<file path="config.mk">
export PLATFORM = sky130hd
export DESIGN_NAME = uart_rx_os
export DESIGN_NICKNAME = d
export VERILOG_FILES = /design/src/rtl/uart_pkg.sv /design/src/rtl/rx_sync_filter.sv /design/src/rtl/uart_rx_os.sv
export SDC_FILE = /design/constraint.sdc
export NUM_CORES = 1
export LEC_CHECK = 0
export CAP_MARGIN = 5
export CORE_MARGIN = 8
export CORE_UTILIZATION = 55
export DETAILED_ROUTE_END_ITERATION = 16
export PLACE_DENSITY = 0.77
export SKIP_LAST_GASP = 1
export SLEW_MARGIN = 20
export SYNTH_ARGS = -nofsm -noshare
export SYNTH_HDL_FRONTEND = slang
export SYNTH_SLANG_ARGS = --single-unit
</file>
<file path="constraint.sdc">
create_clock -name clk -period 5.74 [get_ports clk]
set_input_delay 1.148 -clock clk [delete_from_list [all_inputs] [get_ports clk]]
set_output_delay 1.148 -clock clk [all_outputs]
set_load 0.02 [all_outputs]
</file>
<file path="src/rtl/uart_pkg.sv">
// Shared types and defaults for the oversampling UART receiver.
package uart_pkg;

    typedef enum logic [2:0] {
        ST_IDLE   = 3'd0,
        ST_START  = 3'd1,
        ST_DATA   = 3'd2,
        ST_PARITY = 3'd3,
        ST_STOP   = 3'd4
    } rx_state_e;

    localparam int DEF_OVERSAMPLING = 16;
    localparam int DEF_DATA_BITS    = 8;
    localparam int DEF_STOP_BITS    = 1;

    // ceil(log2(value)), never narrower than one bit
    function automatic int clog2(input int value);
        int w;
        int v;
        w = 0;
        v = value - 1;
        while (v > 0) begin
            w++;
            v = v >> 1;
        end
        return (w < 1) ? 1 : w;
    endfunction

endpackage

</file>
<file path="src/rtl/rx_sync_filter.sv">
// Input conditioning for uart_rx_os: 2-flop synchronizer, falling-edge detect
// on the synchronized line, and a 3-sample majority vote clocked by i_tick.
module rx_sync_filter (
    input  logic clk,
    input  logic i_rst,
    input  logic i_tick,
    input  logic i_rx,
    output logic rx_s,
    output logic rx_fall,
    output logic rx_f
);

    logic [1:0] sync_q, sync_d;
    logic       prev_q, prev_d;
    logic [2:0] hist_q, hist_d;

    always_comb begin
        sync_d = {sync_q[0], i_rx};
        prev_d = sync_q[1];
        hist_d = hist_q;
        if (i_tick) begin
            hist_d = {hist_q[1:0], sync_q[1]};
        end
    end

    // Everything resets to the idle (high) line level so no false edge follows reset
    always_ff @(posedge clk) begin
        if (i_rst) begin
            sync_q <= 2'b11;
            prev_q <= 1'b1;
            hist_q <= 3'b111;
        end else begin
            sync_q <= sync_d;
            prev_q <= prev_d;
            hist_q <= hist_d;
        end
    end

    assign rx_s    = sync_q[1];
    assign rx_fall = prev_q & ~sync_q[1];
    assign rx_f    = (hist_q[0] & hist_q[1]) | (hist_q[0] & hist_q[2]) | (hist_q[1] & hist_q[2]);

endmodule

</file>
<file path="src/rtl/uart_rx_os.sv">
// Oversampling UART receiver with majority filter, glitch rejection and framing check.
// Define UART_RX_PARITY_EN to add a parity bit after the data and the o_parity_err flag.
module uart_rx_os
    import uart_pkg::*;
#(
    parameter int DATA_BITS    = DEF_DATA_BITS,
    parameter int OVERSAMPLING = DEF_OVERSAMPLING,
    parameter int STOP_BITS    = DEF_STOP_BITS
`ifdef UART_RX_PARITY_EN
    ,
    parameter int PARITY_ODD   = 0
`endif
) (
    input  logic                 clk,
    input  logic                 i_rst,
    input  logic                 i_tick,
    input  logic                 i_rx,
    output logic [DATA_BITS-1:0] o_data,
    output logic                 o_rx_done,
    output logic                 o_frame_err,
    output logic                 o_parity_err,
    output logic                 o_busy
);

    localparam int TW = clog2(OVERSAMPLING);
    localparam int BW = clog2(DATA_BITS + 1);
    localparam logic [TW-1:0] TICK_MID  = TW'(OVERSAMPLING / 2 - 1);
    localparam logic [TW-1:0] TICK_LAST = TW'(OVERSAMPLING - 1);
    localparam logic [BW-1:0] DATA_LAST = BW'(DATA_BITS - 1);
    localparam logic [BW-1:0] STOP_LAST = BW'(STOP_BITS - 1);

    logic rx_s, rx_fall, rx_f;

    rx_sync_filter u_filter (
        .clk     (clk),
        .i_rst   (i_rst),
        .i_tick  (i_tick),
        .i_rx    (i_rx),
        .rx_s    (rx_s),
        .rx_fall (rx_fall),
        .rx_f    (rx_f)
    );

    rx_state_e             state_q, state_d;
    logic [TW-1:0]         tick_q, tick_d;
    logic [BW-1:0]         bit_q, bit_d;
    logic [DATA_BITS-1:0]  shift_q, shift_d;
    logic [DATA_BITS-1:0]  data_q, data_d;
    logic                  ferr_acc_q, ferr_acc_d;
    logic                  frame_err_q, frame_err_d;
    logic                  done_q, done_d;
    logic                  bit_time;
`ifdef UART_RX_PARITY_EN
    logic                  par_bit_q, par_bit_d;
    logic                  parity_err_q, parity_err_d;
`endif

    assign bit_time = i_tick && (tick_q == TICK_LAST);

    always_comb begin
        state_d     = state_q;
        tick_d      = tick_q;
        bit_d       = bit_q;
        shift_d     = shift_q;
        data_d      = data_q;
        ferr_acc_d  = ferr_acc_q;
        frame_err_d = frame_err_q;
        done_d      = 1'b0;
`ifdef UART_RX_PARITY_EN
        par_bit_d    = par_bit_q;
        parity_err_d = parity_err_q;
`endif
        if (state_q != ST_IDLE && state_q != ST_START && i_tick) begin
            tick_d = (tick_q == TICK_LAST) ? '0 : tick_q + 1'b1;
        end

        case (state_q)
            ST_IDLE: begin
                if (rx_fall && !rx_s) begin
                    state_d = ST_START;
                    tick_d  = '0;
                end
            end
            ST_START: begin
                if (i_tick) begin
                    if (tick_q == TICK_MID) begin
                        tick_d     = '0;
                        bit_d      = '0;
                        ferr_acc_d = 1'b0;
                        state_d    = rx_f ? ST_IDLE : ST_DATA;
                    end else begin
                        tick_d = tick_q + 1'b1;
                    end
                end
            end
            ST_DATA: begin
                if (bit_time) begin
                    shift_d = {rx_f, shift_q[DATA_BITS-1:1]};
                    bit_d   = bit_q + 1'b1;
                    if (bit_q == DATA_LAST) begin
                        bit_d = '0;
`ifdef UART_RX_PARITY_EN
                        state_d = ST_PARITY;
`else
                        state_d = ST_STOP;
`endif
                    end
                end
            end
`ifdef UART_RX_PARITY_EN
            ST_PARITY: begin
                if (bit_time) begin
                    par_bit_d = rx_f;
                    state_d   = ST_STOP;
                end
            end
`endif
            ST_STOP: begin
                // Each stop sample can flag a framing error; the last one publishes the frame
                if (bit_time) begin
                    if (bit_q == STOP_LAST) begin
                        state_d     = ST_IDLE;
                        done_d      = 1'b1;
                        data_d      = shift_q;
                        frame_err_d = ferr_acc_q | ~rx_f;
`ifdef UART_RX_PARITY_EN
                        parity_err_d = par_bit_q ^ (^shift_q) ^ 1'(PARITY_ODD);
`endif
                    end else begin
                        bit_d      = bit_q + 1'b1;
                        ferr_acc_d = ferr_acc_q | ~rx_f;
                    end
                end
            end
            default: state_d = ST_IDLE;
        endcase
    end

    always_ff @(posedge clk) begin
        if (i_rst) begin
            state_q     <= ST_IDLE;
            tick_q      <= '0;
            bit_q       <= '0;
            data_q      <= '0;
            frame_err_q <= 1'b0;
            done_q      <= 1'b0;
`ifdef UART_RX_PARITY_EN
            parity_err_q <= 1'b0;
`endif
        end else begin
            state_q     <= state_d;
            tick_q      <= tick_d;
            bit_q       <= bit_d;
            data_q      <= data_d;
            frame_err_q <= frame_err_d;
            done_q      <= done_d;
`ifdef UART_RX_PARITY_EN
            parity_err_q <= parity_err_d;
`endif
        end
    end

    // Frame-local working state, always rewritten before it is used
    always_ff @(posedge clk) begin
        shift_q    <= shift_d;
        ferr_acc_q <= ferr_acc_d;
`ifdef UART_RX_PARITY_EN
        par_bit_q  <= par_bit_d;
`endif
    end

    assign o_data      = data_q;
    assign o_rx_done   = done_q;
    assign o_frame_err = frame_err_q;
    assign o_busy      = (state_q != ST_IDLE);
`ifdef UART_RX_PARITY_EN
    assign o_parity_err = parity_err_q;
`else
    assign o_parity_err = 1'b0;
`endif

endmodule
</file>
==> impl_metrics.env, run 1 <==
export IMPL_drive_gt1_share_pct=10.1
export IMPL_slew_violations=0
export IMPL_area_growth_pct=11.0
export IMPL_critPathLaunchType="primary input"
export IMPL_worstSetupEndpoint="shift_q[6]"
export IMPL_switching_share_pct=28.0
export IMPL_ys_flop_type="dfxtp_1"
export IMPL_worstSetupEndpointType="flop"
export IMPL_hold_slack_ns=0.421
export IMPL_setup_viol=0
export IMPL_period_needed_ns=3.48
export IMPL_clockBufferDepth=2
export IMPL_status="finished, final reports clean"
export IMPL_grt_first_pass_wirelength_um=5470
export IMPL_power_density_nw_per_um2=253
export IMPL_synthTopCellsByCount="27 x dfxtp_1, 23 x nor2_1, 15 x mux2i_1, 10 x a21oi_1, 9 x edfxtp_1"
export IMPL_htreeDepth=2
export IMPL_grt_pass1_vias=1173
export IMPL_relSlewSlack_pct=31.1
export IMPL_ir_worst_vdd_uv=151
export IMPL_cts_buffers=5
export IMPL_numClockSinks=36
export IMPL_max_freq_mhz=288
export IMPL_place_gp_congestion=0.853
export IMPL_pwr_share_comb_pct=15.3
export IMPL_postCtsSetupRepairBufs=0
export IMPL_synthArstFlopShare_pct=0
export IMPL_yosysUniqueCellTypes=46
export IMPL_rows=20
export IMPL_worstReg2RegStart="tick_q[0]"
export IMPL_startpoint="i_tick"
export IMPL_cts_root_buf="clkbuf_4"
export IMPL_synth_top_cell_by_area="dfxtp_1"
export IMPL_grt_antenna_before_repair=0
export IMPL_cts_resized_gates=0
export IMPL_p_int_w=0.000342
export IMPL_grt_setup_unrepaired="no"
export IMPL_crit_required_ns=5.71
export IMPL_total_power_w=0.000475
export IMPL_timing_final_crit_share_pct=60.6
export IMPL_synth_edf_count=9
export IMPL_cts_hold_fix_buffers=0
export IMPL_core_area_um2=2980
export IMPL_cts_tree="done"
export IMPL_syn_nets=172
export IMPL_clkTransAtPathRegs_ns=0.10
export IMPL_leakagePower_nw=0.704
export IMPL_clk_latency_ns=0.34
export IMPL_reg2reg_depth=3
export IMPL_r2r_end="shift_q[6]"
export IMPL_cap_viol_max_count=0
export IMPL_drt_pre_antenna_iters=4
export IMPL_yosysTopAreaCellShare_pct=32.0
export IMPL_ys_ff_latch=36
export IMPL_n_fill_cell=253
export IMPL_hp_start="u_filter.sync_q[0]"
export IMPL_crit_type="primary input to flop"
export IMPL_worst_endpoint_arrival_ns=3.45
export IMPL_drtAntennaViolNets=0
export IMPL_wl_um=3280
export IMPL_tightest_slew_ns=1.03
export IMPL_hpwlAfterDp_um=2300
export IMPL_power_switching_w=0.000133
export IMPL_via_count=1265
export IMPL_die_area_um2=5100
export IMPL_synth_seq_area_share_pct=48.0
export IMPL_grt_start_max_net_pins=23
export IMPL_path_max_fanout=17
export IMPL_initialDrtViolationCount=138
export IMPL_final_nets=184
export IMPL_fin_setup_tns_ns=0
export IMPL_die_h_um=71.4
export IMPL_num_antenna_cells=0
export IMPL_fp_dieW_um=71.4
export IMPL_grt_ovfl_total=0
export IMPL_initial_core_util_pct=56.7
export IMPL_synth_area_leaders="dfxtp_1 32%, edfxtp_1 16%, mux2i_1 8.9%"
export IMPL_grtUsageTotal_pct=13.5
export IMPL_syn_inst=165
export IMPL_portBuffers=14
export IMPL_io_pins=16
export IMPL_final_hold_viol_count=0
export IMPL_avgSynthCellArea_um2=10.2
export IMPL_wl_per_cell_um=15.5
export IMPL_via_per_inst=6.00
export IMPL_fin_worst_skew_ns=0.00592
export IMPL_drc=0
export IMPL_hp_class="flop to flop"
export IMPL_yosysMostFrequentCell="dfxtp_1"
export IMPL_syn_cell_area_um2=1690
export IMPL_ys_warn_count=0
export IMPL_seqPwrFrac_pct=58.0
export IMPL_rrSetupSlack_ns=3.20
export IMPL_clockPowerShare_pct=26.7
## sequential cells by signal (all words and copies together) (netlist names)
| register | cells |
|---|---|
| o_data | 8 |
| shift_q | 8 |
| bit_q | 4 |
| tick_q | 4 |
| state_q | 3 |
| u_filter.hist_q | 3 |
| u_filter.sync_q | 2 |
| ferr_acc_q | 1 |
| o_frame_err | 1 |
| o_rx_done | 1 |
| u_filter.prev_q | 1 |
## how the worst min path moves through the flow
stage / endpoint / slack (ns) / depth (start not counted)
final: u_filter.sync_q[1] / 0.42 / 1
after global routing: u_filter.sync_q[1] / 0.43 / 1
after CTS: u_filter.sync_q[1] / 0.42 / 1
after detailed placement: u_filter.sync_q[1] / 0.40 / 1
after global placement: u_filter.sync_q[1] / 0.40 / 1
after floorplan: u_filter.sync_q[1] / 0.39 / 1
## worst max-delay path, cell delays in order
cell             delay [ns]
clkdlybuf4s50_1        0.84
nand4_1                0.49
nor3_1                 0.97
## power groups by stage
stage	Combinational (W)	Sequential, W	Clock, W
detailed placement	0.0000728	0.000281	0
CTS	0.0000734	0.000275	0.000132
global placement	0.0000700	0.000281	0
floorplan	0.0000667	0.000273	0
finish	0.0000727	0.000276	0.000127
global route	0.0000799	0.000277	0.000141
## layer usage
metal,share of wire (%),vias to the layer above,global-route usage [%]
li1,-,619,-
met1,45,610,16.6
met2,48,29,20.8
met3,4.6,7,3.21
met4,2.2,0,7.85
met5,0,-,0
## cells by family (layout without fill, tap and decap cells)
logic type,count (synthesis),count (layout),synth area share (%)
XOR/XNOR,4,4,2.07
other,1,1,0.222
flip-flops,36,36,48.0
AO/OA/AOI/OAI,31,31,15.2
multiplexers,15,15,8.89
AND/OR/NAND/NOR,60,60,18.9
adder cells (fa/ha/maj),4,4,2.82
buffers and inverters,14,27,3.93
## stage by stage
stage / instances / area, um^2 / worst slack (ns) / utilization (%)
CTS: 211 / 1880 / 2.26 / 63.0
detailed placement: 203 / 1820 / 1.95 / 61.2
global route: 211 / 1880 / 2.09 / 63.0
finish: 211 / 1880 / 2.26 / 63.0
floorplan: 165 / 1690 / 3.22 / -
global placement: 203 / 1820 / 2.05 / 61.2
## layout by cell type (no fill, tap or decap), types with 5 or more instances in the layout
cell / n
dfxtp_1: 27
nor2_1: 23
mux2i_1: 15
clkdlybuf4s50_1: 14
a21oi_1: 10
edfxtp_1: 9
nand2_1: 6
inv_1: 5
o21ai_0: 5
clkbuf_4: 5
## layout make-up
type,count,area [um^2],share of cell area (%)
Sequential cell,36,811,43.2
Timing Repair Buffer,14,140,7.47
Multi-Input combinational cell,115,812,43.3
Tap cell,33,41.3,2.20
Clock inverter,2,11.3,0.600
Inverter,5,18.8,1.00
Clock buffer,6,41.3,2.20
(Power assumes the default switching activity.)
==> run 2, diff against run 1 <==
==> constraint.sdc (replaced) <==
create_clock -name clk -period 3.3 [get_ports clk]
set_input_delay 0.66 -clock clk [delete_from_list [all_inputs] [get_ports clk]]
set_output_delay 0.66 -clock clk [all_outputs]
set_load 0.02 [all_outputs]
==> run 2 against run 1 <==
  * Sequential share of layout area shrank 0.51 points
  * Core utilization grew 0.76 points
  * Sequential power grew 74%
  * Critical endpoint is now o_busy
==> impl_metrics.env, run 2 (synthesis gave the netlist of run 1 again) <==
export IMPL_power_density_nw_per_um2=439
export IMPL_layout_common_cells="27 x dfxtp_1, 23 x nor2_1, 15 x mux2i_1, 14 x clkdlybuf4s50_1, 10 x a21oi_1"
export IMPL_fp_dieW_um=71.4
export IMPL_drt_pre_antenna_iters=4
export IMPL_r2r_end="o_frame_err"
export IMPL_hp_class="flop to flop"
export IMPL_cts_resized_gates=0
export IMPL_path_max_fanout=17
export IMPL_status="finished, final reports clean"
export IMPL_leakagePower_nw=0.719
export IMPL_startpoint="state_q[0]"
export IMPL_worstReg2RegStart="bit_q[0]"
export IMPL_final_hold_viol_count=0
export IMPL_clockBufferDepth=2
export IMPL_htreeDepth=2
export IMPL_die_h_um=71.4
export IMPL_setup_viol=0
export IMPL_placed_area_um2=1850
export IMPL_rrSetupSlack_ns=1.03
export IMPL_place_gp_congestion=0.871
export IMPL_layout_setup_ws_ns=0.459
export IMPL_rows=20
export IMPL_reg2reg_depth=7
export IMPL_met1_length_um=1520
export IMPL_crit_required_ns=2.64
export IMPL_critPathLaunchType="flop"
export IMPL_hpwlAfterDp_um=2390
export IMPL_postCtsSetupRepairBufs=0
export IMPL_timing_final_crit_share_pct=86.1
export IMPL_core_area_um2=2980
export IMPL_num_antenna_cells=0
export IMPL_final_nets=187
export IMPL_cts_root_buf="clkbuf_4"
export IMPL_drive_gt1_share_pct=11.6
export IMPL_period_needed_ns=2.84
export IMPL_drtAntennaViolNets=0
export IMPL_dr_wl_met3_um=144
export IMPL_wl_um=3330
export IMPL_wl_met2_um=1590
export IMPL_tightest_slew_ns=0.652
export IMPL_die_area_um2=5100
export IMPL_clockPowerShare_pct=27.1
export IMPL_cts_hold_fix_buffers=0
export IMPL_fin_worst_skew_ns=0.00427
export IMPL_clk_latency_ns=0.34
export IMPL_cap_viol_max_count=0
export IMPL_initialDrtViolationCount=83
export IMPL_grt_antenna_before_repair=0
export IMPL_switching_share_pct=28.4
export IMPL_clkTransAtPathRegs_ns=0.10
export IMPL_wl_per_cell_um=15.6
export IMPL_fin_setup_tns_ns=0
export IMPL_hold_slack_ns=0.425
export IMPL_relSlewSlack_pct=56.4
export IMPL_ir_worst_vdd_uv=315
export IMPL_pwr_share_comb_pct=15.5
export IMPL_io_pins=16
export IMPL_max_freq_mhz=352
export IMPL_via_per_inst=5.86
export IMPL_p_int_w=0.000596
export IMPL_grt_setup_unrepaired="no"
export IMPL_grt_start_max_net_pins=18
export IMPL_power_switching_w=0.000237
export IMPL_numClockSinks=36
export IMPL_design_area_um2=1900
export IMPL_crit_type="flop to primary output"
export IMPL_grtUsageTotal_pct=13.1
export IMPL_post_route_util_pct=63.7
export IMPL_max_stage_delay_ns=0.59
export IMPL_grt_ovfl_total=0
export IMPL_cts_buffers=5
export IMPL_routed_top_layer="met4"
export IMPL_place_ws_ns=0.886
export IMPL_crit_chain="nor3_1, inv_1, clkdlybuf4s50_1"
export IMPL_area_growth_pct=12.4
export IMPL_worst_endpoint_arrival_ns=2.18
export IMPL_drc=0
export IMPL_worstSetupEndpoint="o_busy"
export IMPL_n_fill_cell=261
export IMPL_slowest_stage="clkdlybuf4s50_1"
export IMPL_initial_core_util_pct=56.7
export IMPL_final_common_cell="dfxtp_1"
export IMPL_grt_first_pass_wirelength_um=5350
export IMPL_slew_violations=0
export IMPL_seqPwrFrac_pct=57.5
export IMPL_grt_pass1_vias=1179
export IMPL_worstSetupEndpointType="primary output"
export IMPL_via_count=1255
export IMPL_cts_tree="done"
export IMPL_portBuffers=14
## run 2: worst min-delay path by stage
stage | depth (start not counted) | startpoint | slack (ns) | end
floorplan | 1 | u_filter.sync_q[0] | 0.39 | u_filter.sync_q[1]
global placement | 1 | u_filter.sync_q[0] | 0.40 | u_filter.sync_q[1]
detailed placement | 1 | u_filter.sync_q[0] | 0.40 | u_filter.sync_q[1]
CTS | 1 | u_filter.sync_q[0] | 0.43 | u_filter.sync_q[1]
global route | 1 | u_filter.sync_q[0] | 0.44 | u_filter.sync_q[1]
finish | 1 | u_filter.sync_q[0] | 0.43 | u_filter.sync_q[1]
## run 2: per-layer routing
metal  GRT usage (%)  vias to the layer above
li1                -                      620
met1            14.4                      596
met2            21.8                       30
met3            3.63                        9
met4            7.85                        0
met5               0                        -
## run 2: layout make-up
cell class / instances / area, um^2 / share of cell area, %
multi-input combinational: 115 / 812 / 42.8
clock buffer: 6 / 41.3 / 2.18
timing repair buffer: 17 / 163 / 8.57
clock inverter: 2 / 11.3 / 0.593
sequential: 36 / 811 / 42.7
tap: 33 / 41.3 / 2.18
inverter: 5 / 18.8 / 0.989
## run 2: critical path: cells and delay by family (launching register included)
family / cells / cell delay [ns]
flops: 1 / 0.51
buf+inv: 2 / 0.81
simple gates: 1 / 0.51
## run 2: through the flow
step	power, W	instances
floorplan	0.000592	165
global placement	0.000611	206
detailed placement	0.000614	206
CTS	0.000838	214
global route	0.000865	214
finish	0.000834	214
## run 2: power by group through the flow
stage | clock (W) | sequential (W) | combinational, W
global placement | 0 | 0.000487 | 0.000125
floorplan | 0 | 0.000476 | 0.000116
detailed placement | 0 | 0.000488 | 0.000126
finish | 0.000226 | 0.000479 | 0.000129
CTS | 0.000232 | 0.000478 | 0.000128
global route | 0.000247 | 0.000481 | 0.000137
==> run 3, diff against run 2 <==
--- a/config.mk
+++ b/config.mk
@@ -9,9 +9,9 @@
 export CORE_MARGIN = 8
 export CORE_UTILIZATION = 55
 export DETAILED_ROUTE_END_ITERATION = 16
+export HOLD_SLACK_MARGIN = 0.03
 export PLACE_DENSITY = 0.77
 export SKIP_LAST_GASP = 1
-export SLEW_MARGIN = 20
 export SYNTH_ARGS = -nofsm -noshare
 export SYNTH_HDL_FRONTEND = slang
 export SYNTH_SLANG_ARGS = --single-unit
==> results of run 3 <==
No change in the layout: final DEF, timing and power equal those of run 2.
